**src/rtl/inst_encode.sv**
```systemverilog
// inst_encode: packs RV32I instruction fields into a 32-bit word, rejects
// immediates that cannot be represented, buffers legal words in a small FIFO
// and writes them to instruction memory at an auto-incrementing word address.
//
// Handshakes:
//   request side : a request is consumed on a rising edge where in_valid and
//                  in_ready are both high. in_ready depends only on FIFO
//                  occupancy, never on in_valid or mem_ready.
//   memory side  : mem_we is high whenever the FIFO holds a word; the write
//                  completes on a rising edge where mem_we and mem_ready are
//                  both high. mem_we/mem_addr/mem_wdata stay stable until then.
module inst_encode #(
   parameter int FIFO_DEPTH = 4,
   parameter int ADDR_WIDTH = 10,
   parameter int BASE_ADDR  = 0
) (
   input  logic                  clk,
   input  logic                  rst_n,
   input  logic                  in_valid,
   output logic                  in_ready,
   input  logic [3:0]            inst_type,
   input  logic [6:0]            opcode,
   input  logic [4:0]            rd_addr,
   input  logic [4:0]            rs1_addr,
   input  logic [4:0]            rs2_addr,
   input  logic [2:0]            funct3,
   input  logic [6:0]            funct7,
   input  logic [31:0]           immediate,
   output logic                  mem_we,
   input  logic                  mem_ready,
   output logic [ADDR_WIDTH-1:0] mem_addr,
   output logic [31:0]           mem_wdata,
   input  logic                  addr_load,
   input  logic [ADDR_WIDTH-1:0] addr_value,
   output logic                  busy,
   output logic                  err,
   output logic [7:0]            err_count
);

   // Instruction-type codes shared with the decode stage.
   localparam logic [3:0] TYPE_R       = 4'd0;
   localparam logic [3:0] TYPE_I       = 4'd1;
   localparam logic [3:0] TYPE_S       = 4'd2;
   localparam logic [3:0] TYPE_B       = 4'd3;
   localparam logic [3:0] TYPE_U       = 4'd4;
   localparam logic [3:0] TYPE_J       = 4'd5;
   localparam logic [3:0] TYPE_INVALID = 4'd15;

   localparam int PTR_W = (FIFO_DEPTH > 1) ? $clog2(FIFO_DEPTH) : 1;
   localparam logic [PTR_W:0] DEPTH_CNT = (PTR_W + 1)'(FIFO_DEPTH);
   localparam logic [ADDR_WIDTH-1:0] BASE = ADDR_WIDTH'(BASE_ADDR);

   // ------------------------------------------------------------------
   // Immediate range checks. A field of N significant bits is legal when
   // every bit above the sign bit is a copy of it.
   // ------------------------------------------------------------------
   logic imm_fits_12;   // I/S: imm[31:11] all equal
   logic imm_fits_13;   // B:   imm[31:12] all equal
   logic imm_fits_21;   // J:   imm[31:20] all equal
   logic imm_even;      // B/J: byte offset must be halfword aligned
   logic imm_low_zero;  // U:   low 12 bits must be zero

   assign imm_fits_12  = (&immediate[31:11]) | ~(|immediate[31:11]);
   assign imm_fits_13  = (&immediate[31:12]) | ~(|immediate[31:12]);
   assign imm_fits_21  = (&immediate[31:20]) | ~(|immediate[31:20]);
   assign imm_even     = ~immediate[0];
   assign imm_low_zero = ~(|immediate[11:0]);

   // ------------------------------------------------------------------
   // Encoder
   // ------------------------------------------------------------------
   logic [31:0] enc_word;
   logic        enc_legal;

   // Pack the fields for the requested format and decide legality.
   always_comb begin
      enc_word  = 32'd0;
      enc_legal = 1'b0;
      case (inst_type)
         TYPE_R: begin
            enc_word  = {funct7, rs2_addr, rs1_addr, funct3, rd_addr, opcode};
            enc_legal = 1'b1;
         end
         TYPE_I: begin
            enc_word  = {immediate[11:0], rs1_addr, funct3, rd_addr, opcode};
            enc_legal = imm_fits_12;
         end
         TYPE_S: begin
            enc_word  = {immediate[11:5], rs2_addr, rs1_addr, funct3,
                         immediate[4:0], opcode};
            enc_legal = imm_fits_12;
         end
         TYPE_B: begin
            enc_word  = {immediate[12], immediate[10:5], rs2_addr, rs1_addr,
                         funct3, immediate[4:1], immediate[11], opcode};
            enc_legal = imm_fits_13 & imm_even;
         end
         TYPE_U: begin
            enc_word  = {immediate[31:12], rd_addr, opcode};
            enc_legal = imm_low_zero;
         end
         TYPE_J: begin
            enc_word  = {immediate[20], immediate[10:1], immediate[11],
                         immediate[19:12], rd_addr, opcode};
            enc_legal = imm_fits_21 & imm_even;
         end
         TYPE_INVALID: begin
            enc_word  = 32'd0;
            enc_legal = 1'b0;
         end
         default: begin
            enc_word  = 32'd0;
            enc_legal = 1'b0;
         end
      endcase
   end

   // ------------------------------------------------------------------
   // Handshake decode
   // ------------------------------------------------------------------
   logic [PTR_W:0]   count;
   logic [PTR_W-1:0] head;
   logic [PTR_W-1:0] tail;
   logic             accept;
   logic             push;
   logic             reject;
   logic             pop;

   assign in_ready = (count < DEPTH_CNT);
   assign accept   = in_valid & in_ready;
   assign push     = accept & enc_legal;
   assign reject   = accept & ~enc_legal;
   assign busy     = (count != '0);
   assign mem_we   = busy;
   assign pop      = mem_we & mem_ready;

   // ------------------------------------------------------------------
   // FIFO storage. The data array carries no reset: occupancy is tracked by
   // count, and mem_wdata is forced to zero while the FIFO is empty, so stale
   // entries are never visible.
   // ------------------------------------------------------------------
   logic [31:0] fifo_mem [FIFO_DEPTH];

   // Write the encoded word into the tail slot on a legal accept.
   always_ff @(posedge clk) begin
      if (push) begin
         fifo_mem[tail] <= enc_word;
      end
   end

   assign mem_wdata = busy ? fifo_mem[head] : 32'd0;

   // FIFO pointers and occupancy; pointers wrap naturally (depth is 2^n).
   always_ff @(posedge clk or negedge rst_n) begin
      if (!rst_n) begin
         head  <= '0;
         tail  <= '0;
         count <= '0;
      end else begin
         if (push) begin
            tail <= tail + 1'b1;
         end
         if (pop) begin
            head <= head + 1'b1;
         end
         case ({push, pop})
            2'b10:   count <= count + 1'b1;
            2'b01:   count <= count - 1'b1;
            default: count <= count;
         endcase
      end
   end

   // ------------------------------------------------------------------
   // Write pointer. A load wins over the post-write increment; a write that
   // completes in the same cycle has already used the old address.
   // ------------------------------------------------------------------
   // Track the instruction-memory word address.
   always_ff @(posedge clk or negedge rst_n) begin
      if (!rst_n) begin
         mem_addr <= BASE;
      end else if (addr_load) begin
         mem_addr <= addr_value;
      end else if (pop) begin
         mem_addr <= mem_addr + 1'b1;
      end
   end

   // ------------------------------------------------------------------
   // Reject reporting
   // ------------------------------------------------------------------
   // One-cycle error pulse and saturating reject counter.
   always_ff @(posedge clk or negedge rst_n) begin
      if (!rst_n) begin
         err       <= 1'b0;
         err_count <= 8'd0;
      end else begin
         err <= reject;
         if (reject && (err_count != 8'hFF)) begin
            err_count <= err_count + 8'd1;
         end
      end
   end

endmodule

```
**config.mk**
```make
export PLATFORM = sky130hd
export DESIGN_NAME = inst_encode
export DESIGN_NICKNAME = d
export VERILOG_FILES = /design/src/rtl/inst_encode.sv
export SDC_FILE = /design/constraint.sdc
export NUM_CORES = 1
export LEC_CHECK = 0
export ABC_AREA = 1
export CAP_MARGIN = 5
export CELL_PAD_IN_SITES_DETAIL_PLACEMENT = 1
export CELL_PAD_IN_SITES_GLOBAL_PLACEMENT = 2
export CORE_MARGIN = 3
export CORE_UTILIZATION = 35
export CTS_CLUSTER_SIZE = 40
export DETAILED_ROUTE_END_ITERATION = 16
export HOLD_SLACK_MARGIN = 0.12
export PLACE_DENSITY = 0.95
export SLEW_MARGIN = 40
export SYNTH_ARGS = -nofsm -noshare
export SYNTH_HDL_FRONTEND = slang
export SYNTH_SLANG_ARGS = --single-unit
```
**constraint.sdc**
```tcl
create_clock -name clk -period 7.2 [get_ports clk]
set_clock_uncertainty 0.1 [all_clocks]
set_input_delay 0.72 -clock clk [delete_from_list [all_inputs] [get_ports clk]]
set_output_delay 0.72 -clock clk [all_outputs]
set_load 0.005 [all_outputs]
```
== After elaboration in Yosys (flattened, before gate mapping) ==
Memories as Yosys holds them, arrays and structs flattened.
Cells that the tools add are included.
Word-level totals
  memories kept: 1
  output and inout bits: 54
  word-level logic and storage cells: 58
  register bits after elaboration: 26
  bits in writable memories: 128
Operators by class
  bitwise operators: 15
  mux-type cells: 8
  equality and inequality tests: 8
  reductions and logical operators: 13
  order comparisons: 1
  $add $sub $neg: 6
Memories
  fifo_mem: depth 4, width 32, read ports 1, clocked after memory_dff 0, wr ports 1, RTL line 142  | logic [31:0] fifo_mem [FIFO_DEPTH];
Operators by type and width (number)
  $pmux W32 S6: 1
  $mux W32: 1
  $reduce_or A12 Y1: 2
  $reduce_and A21 Y1: 1
  $reduce_or A21 Y1: 1
  $mux W10: 2
  $reduce_and A20 Y1: 1
  $reduce_or A20 Y1: 1
  $reduce_and A12 Y1: 1
  $add A10 B1 Y10 const B: 1
  $add A8 B1 Y8 const B: 1
  $eq A4 B2 Y1 const B: 2
  $eq A4 B3 Y1 const B: 2
  $ne A8 B8 Y1 const B: 1
  $and A1 B1 Y1: 6
  $not A1 Y1: 6
  $pmux W3 S2: 1
  $pmux W1 S5: 1
  $add A2 B1 Y2 const B: 2
  $eq A4 B1 Y1 const B: 1
  $logic_not A4 Y1: 1
  $reduce_bool A2 Y1: 2
  $add A3 B1 Y3 const B: 1
  $lt A3 B3 Y1 const B: 1
  8 further kinds: 11

== Longest topological paths before layout ==
Gate-level depths: netlist of the first run.
  depth after elaboration: 8
  gate-level depth with buffers: 15
  depth with buffers taken out: 15

== Worst setup path after synthesis of the first run ==
No wires, ideal clock.
  path type: in2reg
  start: input port inst_type[0]
  end: memory fifo_mem[1][0], enable pin
  setup slack: 3.799 ns
  stages: 10
  setup time: 0.421 ns
  buffers on the path: 0
  data arrival time: 2.880 ns
  path through: inv_1 -> nor2_2 -> nand2_1 -> nand2_1 -> nand3b_1 -> nand2_1 -> nand2_1 -> nand2_2 -> nand2_4 -> nor2_1
On the way
  cells in the longest elaborated chain, start to end: 6
  elaborated cells between the ends (all ways): 11
Ends and longest elaborated chain
  start: declaration: RTL line 21  | input logic [3:0] inst_type,
  $eq A4 B2 Y1 / $eq A4 B1 Y1 (equally long branches): RTL line 79  | case (inst_type)
  $reduce_or A2 Y1 (no source line)
  $pmux W1 S5 *: RTL line 79
  $and A1 B1 Y1 *: RTL line 131  | assign push = accept & enc_legal;
  $mux W1 *: RTL line 146  | if (push) begin
  $mux W1 (not written as such) *: RTL line 147  | fifo_mem[tail] <= enc_word;
  end: declaration: RTL line 142
Mark *: on every way between the ends. The rest lies on a longest branch, timed or not.

== Worst setup path after layout of the first run ==
  start: register head[1]
  end: output port mem_wdata[31]
On the way
  cells in the longest elaborated chain, start to end: 2
Ends and longest elaborated chain
  start: declaration: RTL line 122  | logic [PTR_W-1:0] head;
  start signal: assignment: RTL line 164  | head <= head + 1'b1;
  $mem_v2 Z4 W32
  $mux W32: RTL line 151  | assign mem_wdata = busy ? fifo_mem[head] : 32'd0;
  end: declaration: RTL line 32  | output logic [31:0] mem_wdata,
No other way between the ends.

==> results of run 1 <==
## cell families after synthesis
group / after synthesis
xor gates and xnor gates: 14
AOI/OAI and AO/OA: 140
buffers and inverters: 89
DFF: 154
adders and majority gates: 8
and+or+nand+nor: 347
## state kept, by name, indices dropped and copies added, names as in the netlist
name,cells
count,3
err,1
err_count,8
fifo_mem,128
head,2
mem_addr,10
tail,2
## final timing paths
kind / from / to / slack [ns] / depth (start not counted)
max: head[1] / mem_wdata[31] / 3.49 / 7
min: err_count[6] / err_count[6] / 0.40 / 2
max reg2reg: count[2] / count[2] / 4.61 / 11
min reg2reg: err_count[6] / err_count[6] / 0.40 / 2
max in group asynchronous: rst_n / head[0] / 6.11 / 2
min in group asynchronous: rst_n / mem_addr[8] / 0.59 / 2
## per-layer routing
layer | vias to the layer above | routed length (µm)
li1 | 2828 | -
met1 | 2873 | 9478
met2 | 157 | 10430
met3 | 21 | 807
met4 | 0 | 313
met5 | - | 0
## cell usage after synthesis, types with 2 or more instances
master | number | area (µm²)
sky130_fd_sc_hd__nand2_1 | 102 | 382.9
sky130_fd_sc_hd__inv_2 | 3 | 11.26
sky130_fd_sc_hd__xnor2_1 | 3 | 26.28
sky130_fd_sc_hd__o22ai_1 | 2 | 12.51
sky130_fd_sc_hd__a32o_1 | 5 | 50.05
sky130_fd_sc_hd__ha_1 | 7 | 87.58
sky130_fd_sc_hd__nand3_1 | 18 | 90.09
sky130_fd_sc_hd__dfrtp_1 | 26 | 650.6
sky130_fd_sc_hd__xor2_1 | 11 | 96.34
sky130_fd_sc_hd__nand2_2 | 2 | 12.51
sky130_fd_sc_hd__clkbuf_1 | 22 | 82.58
sky130_fd_sc_hd__inv_1 | 56 | 210.2
sky130_fd_sc_hd__edfxtp_1 | 128 | 3844
sky130_fd_sc_hd__nor3_1 | 6 | 30.03
sky130_fd_sc_hd__o211ai_1 | 8 | 60.06
sky130_fd_sc_hd__buf_1 | 4 | 15.01
sky130_fd_sc_hd__o21ai_0 | 75 | 375.4
sky130_fd_sc_hd__nor2_2 | 4 | 25.02
sky130_fd_sc_hd__o221ai_1 | 2 | 17.52
sky130_fd_sc_hd__buf_2 | 2 | 10.01
sky130_fd_sc_hd__nand4_1 | 15 | 93.84
sky130_fd_sc_hd__nor2_1 | 191 | 716.9
sky130_fd_sc_hd__o21ai_1 | 3 | 15.01
sky130_fd_sc_hd__a21oi_1 | 39 | 195.2
## cell usage in the layout, fill, tap and decap left out, types with 8 or more instances in the layout
cell | Yosys | routed
sky130_fd_sc_hd__nor2_1 | 191 | 187
sky130_fd_sc_hd__clkdlybuf4s50_1 | 0 | 136
sky130_fd_sc_hd__edfxtp_1 | 128 | 128
sky130_fd_sc_hd__nand2_1 | 102 | 102
sky130_fd_sc_hd__o21ai_0 | 75 | 75
sky130_fd_sc_hd__inv_1 | 56 | 56
sky130_fd_sc_hd__a21oi_1 | 39 | 39
sky130_fd_sc_hd__dfrtp_1 | 26 | 25
sky130_fd_sc_hd__nand3_1 | 18 | 18
sky130_fd_sc_hd__clkbuf_16 | 0 | 17
sky130_fd_sc_hd__nand4_1 | 15 | 15
sky130_fd_sc_hd__xor2_1 | 11 | 11
sky130_fd_sc_hd__buf_4 | 1 | 10
sky130_fd_sc_hd__nor2_2 | 4 | 8
sky130_fd_sc_hd__o211ai_1 | 8 | 8
## final cells by class
class / instances / area share
Clock buffer: 17 / 0.04462
Inverter: 59 / 0.02323
Multi-Input combinational cell: 509 / 0.2575
Timing Repair Buffer: 146 / 0.1507
Clock inverter: 15 / 0.01706
Sequential cell: 154 / 0.4715
Tap cell: 270 / 0.03543
## stage by stage
stage	instance area, µm²	cells
after floorplan	7281	752
after global routing	9534	1170
final	9534	1170
after CTS	9534	1170
after detailed placement	8946	1138
after global placement	8944	1138
## report_power, final
| group | switching [mW] | internal (mW) |
|---|---|---|
| sequential | 0.0544 | 1.02 |
| clock | 0.369 | 0.516 |
| combinational | 0.635 | 0.554 |
## worst max-delay path, stage by stage (launching register included)
cell and delay [ns]:
sky130_fd_sc_hd__dfrtp_1 0.33, sky130_fd_sc_hd__buf_4 0.39, sky130_fd_sc_hd__inv_1 0.38, sky130_fd_sc_hd__buf_4 0.33, sky130_fd_sc_hd__nor2_1 0.12, sky130_fd_sc_hd__o21ai_0 0.10, sky130_fd_sc_hd__a21oi_1 0.24, sky130_fd_sc_hd__clkdlybuf4s50_1 0.55
==> reports/results.ini, run 1 <==
[clock_tree]
cts.clk_slew.worst_paths_ns=0.07
hold_buffers=0
clock_latency_ns=0.43
h_tree_level_count=4
cts.root.buffer_cell=sky130_fd_sc_hd__clkbuf_16
max-clock-path-buffers=2
cts_resizes=0
postCtsSetupBuffers=0
cts_sinks=154
cts_inserted_buffers=17
cts_tree=yes

[run]
cap_violations=0

[sta]
fin_hold_ws_ns=0.3962
post-route-period-util=0.5152
timing.final.ws_setup_ns=3.491
timing_worst_slew_pin_value_ns=0.8229
post_layout_minimum_cycle_time_ns=3.709
worst_slew_margin_rel=0.4456
setup_total_negative_slack_ns=0
maxClockFrequency_mhz=269.6
setup_violators_final=0
number_of_pins_with_negative_max_slew_slack_in_the_final_report=0
grt_setup_unrepaired=false
report.final.hold_viol_count=0

[synth]
synth_area_in_simple_gates=0.1971
dominantRegCellSynth=sky130_fd_sc_hd__edfxtp_1
number_of_synthesized_register_bits=154
postSynthCellCount=752
yosys_warnings=0
synth-compound-area-share=0.1062
main_combinational_cell_family_by_area_after_synthesis=simple AND/OR/NAND/NOR gates
synth.avg_cell_area_um2=9.682
synth_adder_area_share=0.01478
synth_mux_area_frac=0
post_synth_xor_area_fraction=0.01684
synth_cell_types=42
share_of_flip_flops_with_an_asynchronous_set_or_reset_after_synthesis=0.1688
mappedNetlistArea_um2=7281
synth_edf_count=128
mappedNetlistNets=843
part_of_the_yosys_area_used_for_sequential_elements=0.6173

[placed_design]
port_buffers=136
post_detailed_placement_half_perimeter_wirelength_um=14550
finalWeightedCongestion=0.8627
preCtsSetupSlack_ns=3.534

[pwr]
max-vdd-ir-drop_mv=0.1871
power.leakage_nw=3.555
total_power_mw=3.148
power.density_nw_per_um2=330.2

[global_routing]
met3_usage=0.03101
wire_length_of_the_first_global_routing_pass_um=32890
use_met1=0.2493
number_of_antenna_violations_at_the_first_check_in_global_routing=0
vias_in_the_first_global_route=6156
largest_net_degree_at_the_start_of_global_routing=66
grt.met2_usage=0.3314
grt.overflow.total=0
grt_util_all_layers=0.1916
layer_carrying_the_most_global_route_usage=met2

[finish]
syn2layout_area_growth_pct=30.95
multi_input_comb_area_um2=2455
layout.filler_cells=2254
seqCellArea_um2=4496
num_antenna_cells=0
fin_util=0.4682
fin_nets=978
post_route_cells_drive_above_1_share=0.07000

[die]
die_w_um=150.2
fp.coreArea_um2=20360
pin_count=137
die_area_um2=22570
start_util=0.3575
placementRows=52
die_h_um=150.2

[drt]
drcViolationCount=0
drtAntennaViolNets=0
detail_route.wl_per_cell_um=17.98
post_drt_via_cell_ratio=5.025
detailedRoute.firstIterationViolations=381
number_of_iterations_in_the_first_detailed_routing_pass=6
wl_um=21030
vias=5879

[critical_path]
worstSetupPathType=reg2out
timing.critical_path.fanout_max=34
crit_required_ns=6.38
type_of_origin_of_the_critical_path=flop
cp.arrival_ns=2.89
endpoint_kind=primary output

[status]
outcome=completed

[hold_path]
hold_path.class=reg2reg

(Power assumes the default switching activity.)
==> run 2, diff against run 1 <==
CORE_UTILIZATION = 32   (was 35)
PLACE_DENSITY = 0.9   (was 0.95)
clock period = 3.9 ns   (was 7.2 ns; I/O delays follow)
==> run 2 against run 1 <==
- sequential share of layout area grew 0.057 points
- power grew 81%
- sequential power grew 93%
- first-iteration DRC count shrank 10%
- worst setup slack lost 2.8 ns
- register-to-register slack lost 3.0 ns
- routed wire length shrank 0.77%
- clock power grew 69%
- critical path depth shrank 1
- design area is essentially flat
- largest cell class unchanged
- largest power group unchanged
==> reports/results.ini, run 2 (synthesized netlist as in run 1, its figures left out) <==
[finish]
max_reg_flops=128  ; unchanged
area_of_all_placed_cells_without_fillers_um2=9528  ; about the same
num_antenna_cells=0  ; unchanged
most_common_library_cell_in_the_layout_ignoring_fill_and_taps=sky130_fd_sc_hd__nor2_1
biggestRegsByFlops=fifo_mem: 128 flops, mem_addr: 10 flops, err_count: 8 flops
fin_nets=980  ; +0.20%
post_route_cells_drive_above_1_share=0.07206  ; +0.002062
fin_util=0.4312  ; -0.03692
syn2layout_area_growth_pct=30.86  ; about the same
most_frequent_cells_in_the_layout=sky130_fd_sc_hd__nor2_1, sky130_fd_sc_hd__clkdlybuf4s50_1, sky130_fd_sc_hd__edfxtp_1
finish.cell_count_without_fillers=1182  ; +1.0%
largest_register=fifo_mem

[sta]
number_of_pins_with_negative_max_slew_slack_in_the_final_report=0  ; unchanged
fin_hold_ws_ns=0.2421  ; -0.1541 ns
setup_total_negative_slack_ns=0  ; unchanged
post_layout_minimum_cycle_time_ns=3.216
setup_violators_final=0  ; unchanged
timing_worst_slew_pin_value_ns=0.7330  ; -0.08987 ns
report.final.hold_viol_count=0  ; unchanged
post-route-period-util=0.8247
worst_slew_margin_rel=0.5095  ; +0.06391
timing.final.ws_setup_ns=0.6836  ; -2.807 ns
maxClockFrequency_mhz=310.9
grt_setup_unrepaired=false

[critical_path]
endpoint_kind=primary output
worstReg2RegStart=count[2]
r2r_cells=8  ; -3
type_of_origin_of_the_critical_path=flop
cp.arrival_ns=2.73  ; -0.16 ns
crit_required_ns=3.41  ; -2.97 ns
worstSetupStartpoint=head[0]
worstSetupPathType=reg2out
timing.critical_path.fanout_max=43  ; +26%

[die]
die_area_um2=24600  ; +9.0%
start_util=0.3295  ; -0.02798
placementRows=54  ; +3.8%
die_h_um=156.8  ; +4.4%
die_w_um=156.8  ; +4.4%
pin_count=137  ; unchanged
fp.coreArea_um2=22090  ; +8.5%

[clock_tree]
hold_buffers=0  ; unchanged
cts_inserted_buffers=17  ; unchanged
h_tree_level_count=4  ; unchanged
max-clock-path-buffers=2  ; unchanged
cts.clk_slew.worst_paths_ns=0.06  ; about the same
postCtsSetupBuffers=0  ; unchanged
cts_sinks=154  ; unchanged
clock_latency_ns=0.42  ; about the same
cts_tree=yes
cts.root.buffer_cell=sky130_fd_sc_hd__clkbuf_16
cts_resizes=0  ; unchanged

[pwr]
power.leakage_nw=3.550  ; -0.12%
combinationalPowerShare=0.377  ; about the same
total_power_mw=5.706  ; +81%
max-vdd-ir-drop_mv=0.3060  ; +64%
power_spent_charging_and_discharging_nets_mw=1.966  ; +86%
internal_power_mw=3.740  ; +79%
power.density_nw_per_um2=598.9  ; +81%
p_clk_frac=0.263  ; -0.018
switching_share=0.3446  ; +0.008359
seq_power_share=0.360  ; +0.019

[drt]
detail_route.wl_per_cell_um=17.66  ; -1.8%
post_drt_via_cell_ratio=4.886  ; -2.8%
drcViolationCount=0  ; unchanged
drtAntennaViolNets=0  ; unchanged
number_of_iterations_in_the_first_detailed_routing_pass=4  ; -2
wl_um=20870  ; -0.77%
vias=5775  ; -1.8%
detailedRoute.firstIterationViolations=341  ; -10%

[global_routing]
largest_net_degree_at_the_start_of_global_routing=44  ; -33%
wire_length_of_the_first_global_routing_pass_um=32950  ; +0.17%
number_of_antenna_violations_at_the_first_check_in_global_routing=0  ; unchanged
vias_in_the_first_global_route=6187  ; +0.50%
grt_util_all_layers=0.1740  ; -0.01767
grt.overflow.total=0  ; unchanged

[run]
cap_violations=0  ; unchanged

[placed_design]
finalWeightedCongestion=0.8745  ; +1.4%
preCtsSetupSlack_ns=0.4973  ; -3.037 ns
placed_cells=1150  ; +1.1%
port_buffers=136  ; unchanged
placed_cell_area_um2=8981  ; +0.39%
post_detailed_placement_half_perimeter_wirelength_um=14850  ; +2.1%

[status]
outcome=completed

[hold_path]
hold_path.class=in2async

[run 2: cell types whose count changed in the layout (fill, tap and decap cells not counted), sizes merged]
cell,before,now
clkinv,3,9
clkinvlp,3,1
buf,10,12
inv,66,64
bufinv,2,0
[run 2: final timing paths]
check	endpoint	slack, ns
hold / removal	mem_addr[8]	0.24
max in group asynchronous	head[0]	3.16
setup / recovery	mem_wdata[10]	0.68
setup reg to reg	count[1]	1.66
min in group clk	err_count[6]	0.41
hold reg to reg	err_count[6]	0.41
[run 2: per-layer routing]
| layer | vias up | global-route usage | part of all wire |
|---|---|---|---|
| met1 | 2779 | 0.2268 | 0.45 |
| met5 | - | 0 | 0 |
| met2 | 155 | 0.2915 | 0.48 |
| li1 | 2829 | - | - |
| met3 | 12 | 0.04065 | 0.059 |
| met4 | 0 | 0.04710 | 0.0078 |
[run 2: area by class of cell]
cell class | instances | area (µm²)
multi-input combinational | 509 | 2465
fill | 2463 | 12570
tap | 280 | 350.3
sequential | 154 | 4498
timing repair buffer | 148 | 1451
clock buffer | 17 | 425.4
clock inverter | 15 | 116.4
inverter | 59 | 221.5
[run 2: worst max-delay path: stages (launching register included)]
cell and delay, ns:
sky130_fd_sc_hd__dfrtp_4 0.75, sky130_fd_sc_hd__buf_4 0.38, sky130_fd_sc_hd__nor2_1 0.09, sky130_fd_sc_hd__nor2_1 0.11, sky130_fd_sc_hd__o21ai_0 0.11, sky130_fd_sc_hd__a21oi_1 0.27, sky130_fd_sc_hd__clkdlybuf4s50_1 0.56
[run 2: power by group through the flow]
stage,Clock (mW),Combinational [mW],Sequential [mW]
2_1_floorplan,0,1.09,1.99
3_3_place_gp,0,2.14,2.08
3_5_place_dp,0,2.20,2.09
4_1_cts,1.54,2.21,2.06
5_1_grt,1.62,2.41,2.08
6_report,1.50,2.15,2.06
==> run 3, diff against run 2 <==
CORE_UTILIZATION = 29   (was 32)
PLACE_DENSITY = 0.87   (was 0.9)
clock period = 2.7 ns   (was 3.9 ns; I/O delays follow)
==> run 3 against run 2 <==
- design area increased by 5.9%
- clock power increased by 65%
- routed wire length increased by 8.3%
- combinational power increased by 60%
- die area increased by 9.9%
- sequential power increased by 40%
- non-clock buffer count increased by 42
- critical path depth decreased by 1
- highest routed layer unchanged
==> reports/results.ini, run 3 (synthesized netlist as in run 1, its figures left out) <==
[status]
outcome=completed

[finish]
syn2layout_area_growth_pct=38.53
fin_nets=1022  ; +4.3%
biggestRegsByFlops=fifo_mem: 128 flops, mem_addr: 10 flops, err_count: 8 flops
num_antenna_cells=0  ; unchanged
most_frequent_cells_in_the_layout=sky130_fd_sc_hd__nor2_1, sky130_fd_sc_hd__clkdlybuf4s50_1, sky130_fd_sc_hd__edfxtp_1
layout.filler_cells=2757  ; +12%
largest_register=fifo_mem
max_reg_flops=128  ; unchanged
most_common_library_cell_in_the_layout_ignoring_fill_and_taps=sky130_fd_sc_hd__nor2_1
post_route_cells_drive_above_1_share=0.1145  ; +0.04247

[critical_path]
timing.critical_path.depth=5  ; -1
cpMaxStageDelayCell=sky130_fd_sc_hd__clkdlybuf4s50_1
type_of_origin_of_the_critical_path=flop
crit_required_ns=2.33  ; -1.08 ns
endpoint_kind=primary output
cp_slowest_stage_delay_ns=0.57  ; -0.18 ns
r2r_cells=8  ; unchanged
worstPathCellList=clkinvlp_4, buf_12, o21ai_0, a21oi_1, clkdlybuf4s50_1
crit_family=buffers and inverters
worstSetupPathType=reg2out
cp.arrival_ns=2.24  ; -0.49 ns
worstPathBufferInverterCount=3  ; +1
timing.critical_path.fanout_max=32  ; -26%

[drt]
drcViolationCount=0  ; unchanged
met1Wirelength_um=10170  ; +8.4%
wl_met2_um=11170  ; +11%
routed-wl-met3_um=1060  ; -15%
detailedRoute.firstIterationViolations=312  ; -8.5%
vias=6013  ; +4.1%
top_signal_layer_used=met4
drtAntennaViolNets=0  ; unchanged
number_of_iterations_in_the_first_detailed_routing_pass=5  ; +1
post_drt_via_cell_ratio=4.746  ; -2.9%
wl_um=22600  ; +8.3%
detail_route.wl_per_cell_um=17.84  ; +1.0%

[sta]
report.final.hold_viol_count=0  ; unchanged
post-route-period-util=0.9657
post_layout_minimum_cycle_time_ns=2.607
fin_hold_ws_ns=0.1353  ; -0.1068 ns
timing_worst_slew_pin_value_ns=0.6747  ; -0.05828 ns
maxClockFrequency_mhz=383.5
setup_violators_final=0  ; unchanged
number_of_pins_with_negative_max_slew_slack_in_the_final_report=0  ; unchanged
grt_setup_unrepaired=false
worst_slew_margin_rel=0.5454  ; +0.03590

[placed_design]
port_buffers=136  ; unchanged
finalWeightedCongestion=0.8419  ; -3.7%
post_detailed_placement_half_perimeter_wirelength_um=15590  ; +5.0%

[pwr]
total_power_mw=8.791  ; +54%
switching_share=0.3351  ; -0.009522
power.density_nw_per_um2=871.6  ; +46%
max-vdd-ir-drop_mv=0.4097  ; +34%
power_spent_charging_and_discharging_nets_mw=2.946  ; +50%
seq_power_share=0.328  ; -0.032
internal_power_mw=5.845  ; +56%
power.leakage_nw=3.818  ; +7.5%
combinationalPowerShare=0.391  ; +0.014
p_clk_frac=0.281  ; +0.018

[global_routing]
largest_net_degree_at_the_start_of_global_routing=66  ; +50%
number_of_antenna_violations_at_the_first_check_in_global_routing=0  ; unchanged
vias_in_the_first_global_route=6422  ; +3.8%
grt.overflow.total=0  ; unchanged
grt_util_all_layers=0.1673  ; -0.006661
wire_length_of_the_first_global_routing_pass_um=34680  ; +5.3%

[clock_tree]
clock_latency_ns=0.42  ; about the same
cts_sinks=154  ; unchanged
cts.root.buffer_cell=sky130_fd_sc_hd__clkbuf_16
cts.clk_slew.worst_paths_ns=0.06  ; about the same
postCtsSetupBuffers=0  ; unchanged
max-clock-path-buffers=2  ; unchanged
cts_tree=yes
hold_buffers=0  ; unchanged
h_tree_level_count=4  ; unchanged
cts_inserted_buffers=17  ; unchanged

[die]
die_w_um=164.5  ; +4.9%
start_util=0.2976  ; -0.03191
placementRows=57  ; +5.6%
die_area_um2=27040  ; +9.9%
pin_count=137  ; unchanged
fp.coreArea_um2=24460  ; +11%
die_h_um=164.5  ; +4.9%

[run]
cap_violations=0  ; unchanged

[hold_path]
hold_path.class=in2async

run 3: cell types whose count changed in the layout (fill, tap and decap cells not counted), sizes merged:
cell / previous run / this run
clkinvlp: 1 / 4
buf: 12 / 52
clkbuf: 17 / 19
dlymetal6s2s: 0 / 1
inv: 64 / 66
clkinv: 9 / 0
clkdlybuf4s50: 136 / 135
bufinv: 0 / 3
run 3: final timing paths:
kind                              start             to  slack [ns]
setup / recovery                head[0]  mem_wdata[25]        0.09
hold / removal                    rst_n    mem_addr[7]        0.14
setup reg to reg               count[2]       count[1]        0.36
hold reg to reg            err_count[6]   err_count[6]        0.43
max in group asynchronous         rst_n        head[0]        2.07
min in group clk               in_valid            err        0.29
run 3: power by group through the flow:
stage	Combinational, mW	Clock, mW	Sequential, mW
2_1_floorplan	1.57	0	2.87
3_3_place_gp	3.31	0	2.91
3_5_place_dp	3.39	0	2.92
4_1_cts	3.42	2.53	2.87
5_1_grt	3.83	2.63	2.90
6_report	3.44	2.47	2.88
run 3: final cells by class:
cell class / count / area (µm²) / share of cell area
Clock buffer: 17 / 425.4 / 0.04218
Clock inverter: 14 / 182.7 / 0.01811
Inverter: 59 / 225.2 / 0.02233
Multi-Input combinational cell: 509 / 2460 / 0.2439
Sequential cell: 154 / 4496 / 0.4457
Tap cell: 324 / 405.4 / 0.04019
Timing Repair Buffer: 190 / 1892 / 0.1876
run 3: repair_timing:
action                     CTS  global route
resized for setup            1             3
pin swaps                    0             1
setup endpoints to repair    1             6
gates cloned                 0             2
hold endpoints to repair     0             0
run 3: stage by stage:
stage / area (µm²) / std cells / setup TNS [ns] / utilization / setup slack, ns
2_1_floorplan: 7281 / 752 / -24.11 / - / -0.2512
4_1_cts: 10030 / 1265 / 0 / 0.4099 / 0.04722
3_5_place_dp: 9414 / 1234 / -8.566 / 0.3848 / -0.2047
3_3_place_gp: 9414 / 1234 / -0.9332 / 0.3848 / -0.1128
5_1_grt: 10090 / 1267 / 0 / 0.4123 / 0.01445
6_report: 10090 / 1267 / 0 / 0.4123 / 0.09251
run 3: worst reg2reg max path: stages, from the launching register on:
cell                      delay (ns)
sky130_fd_sc_hd__dfrtp_1        0.43
sky130_fd_sc_hd__nor3_4         0.37
sky130_fd_sc_hd__inv_2          0.08
sky130_fd_sc_hd__nand2_1        0.21
sky130_fd_sc_hd__inv_2          0.16
sky130_fd_sc_hd__ha_1           0.20
sky130_fd_sc_hd__inv_1          0.09
sky130_fd_sc_hd__fa_1           0.42
sky130_fd_sc_hd__o21ai_0        0.18
run 3: layer usage:
metal	global-route usage	vias up
met5	0	-
met4	0.03622	0
met3	0.03261	17
met2	0.2867	155
met1	0.2208	2926
li1	-	2915
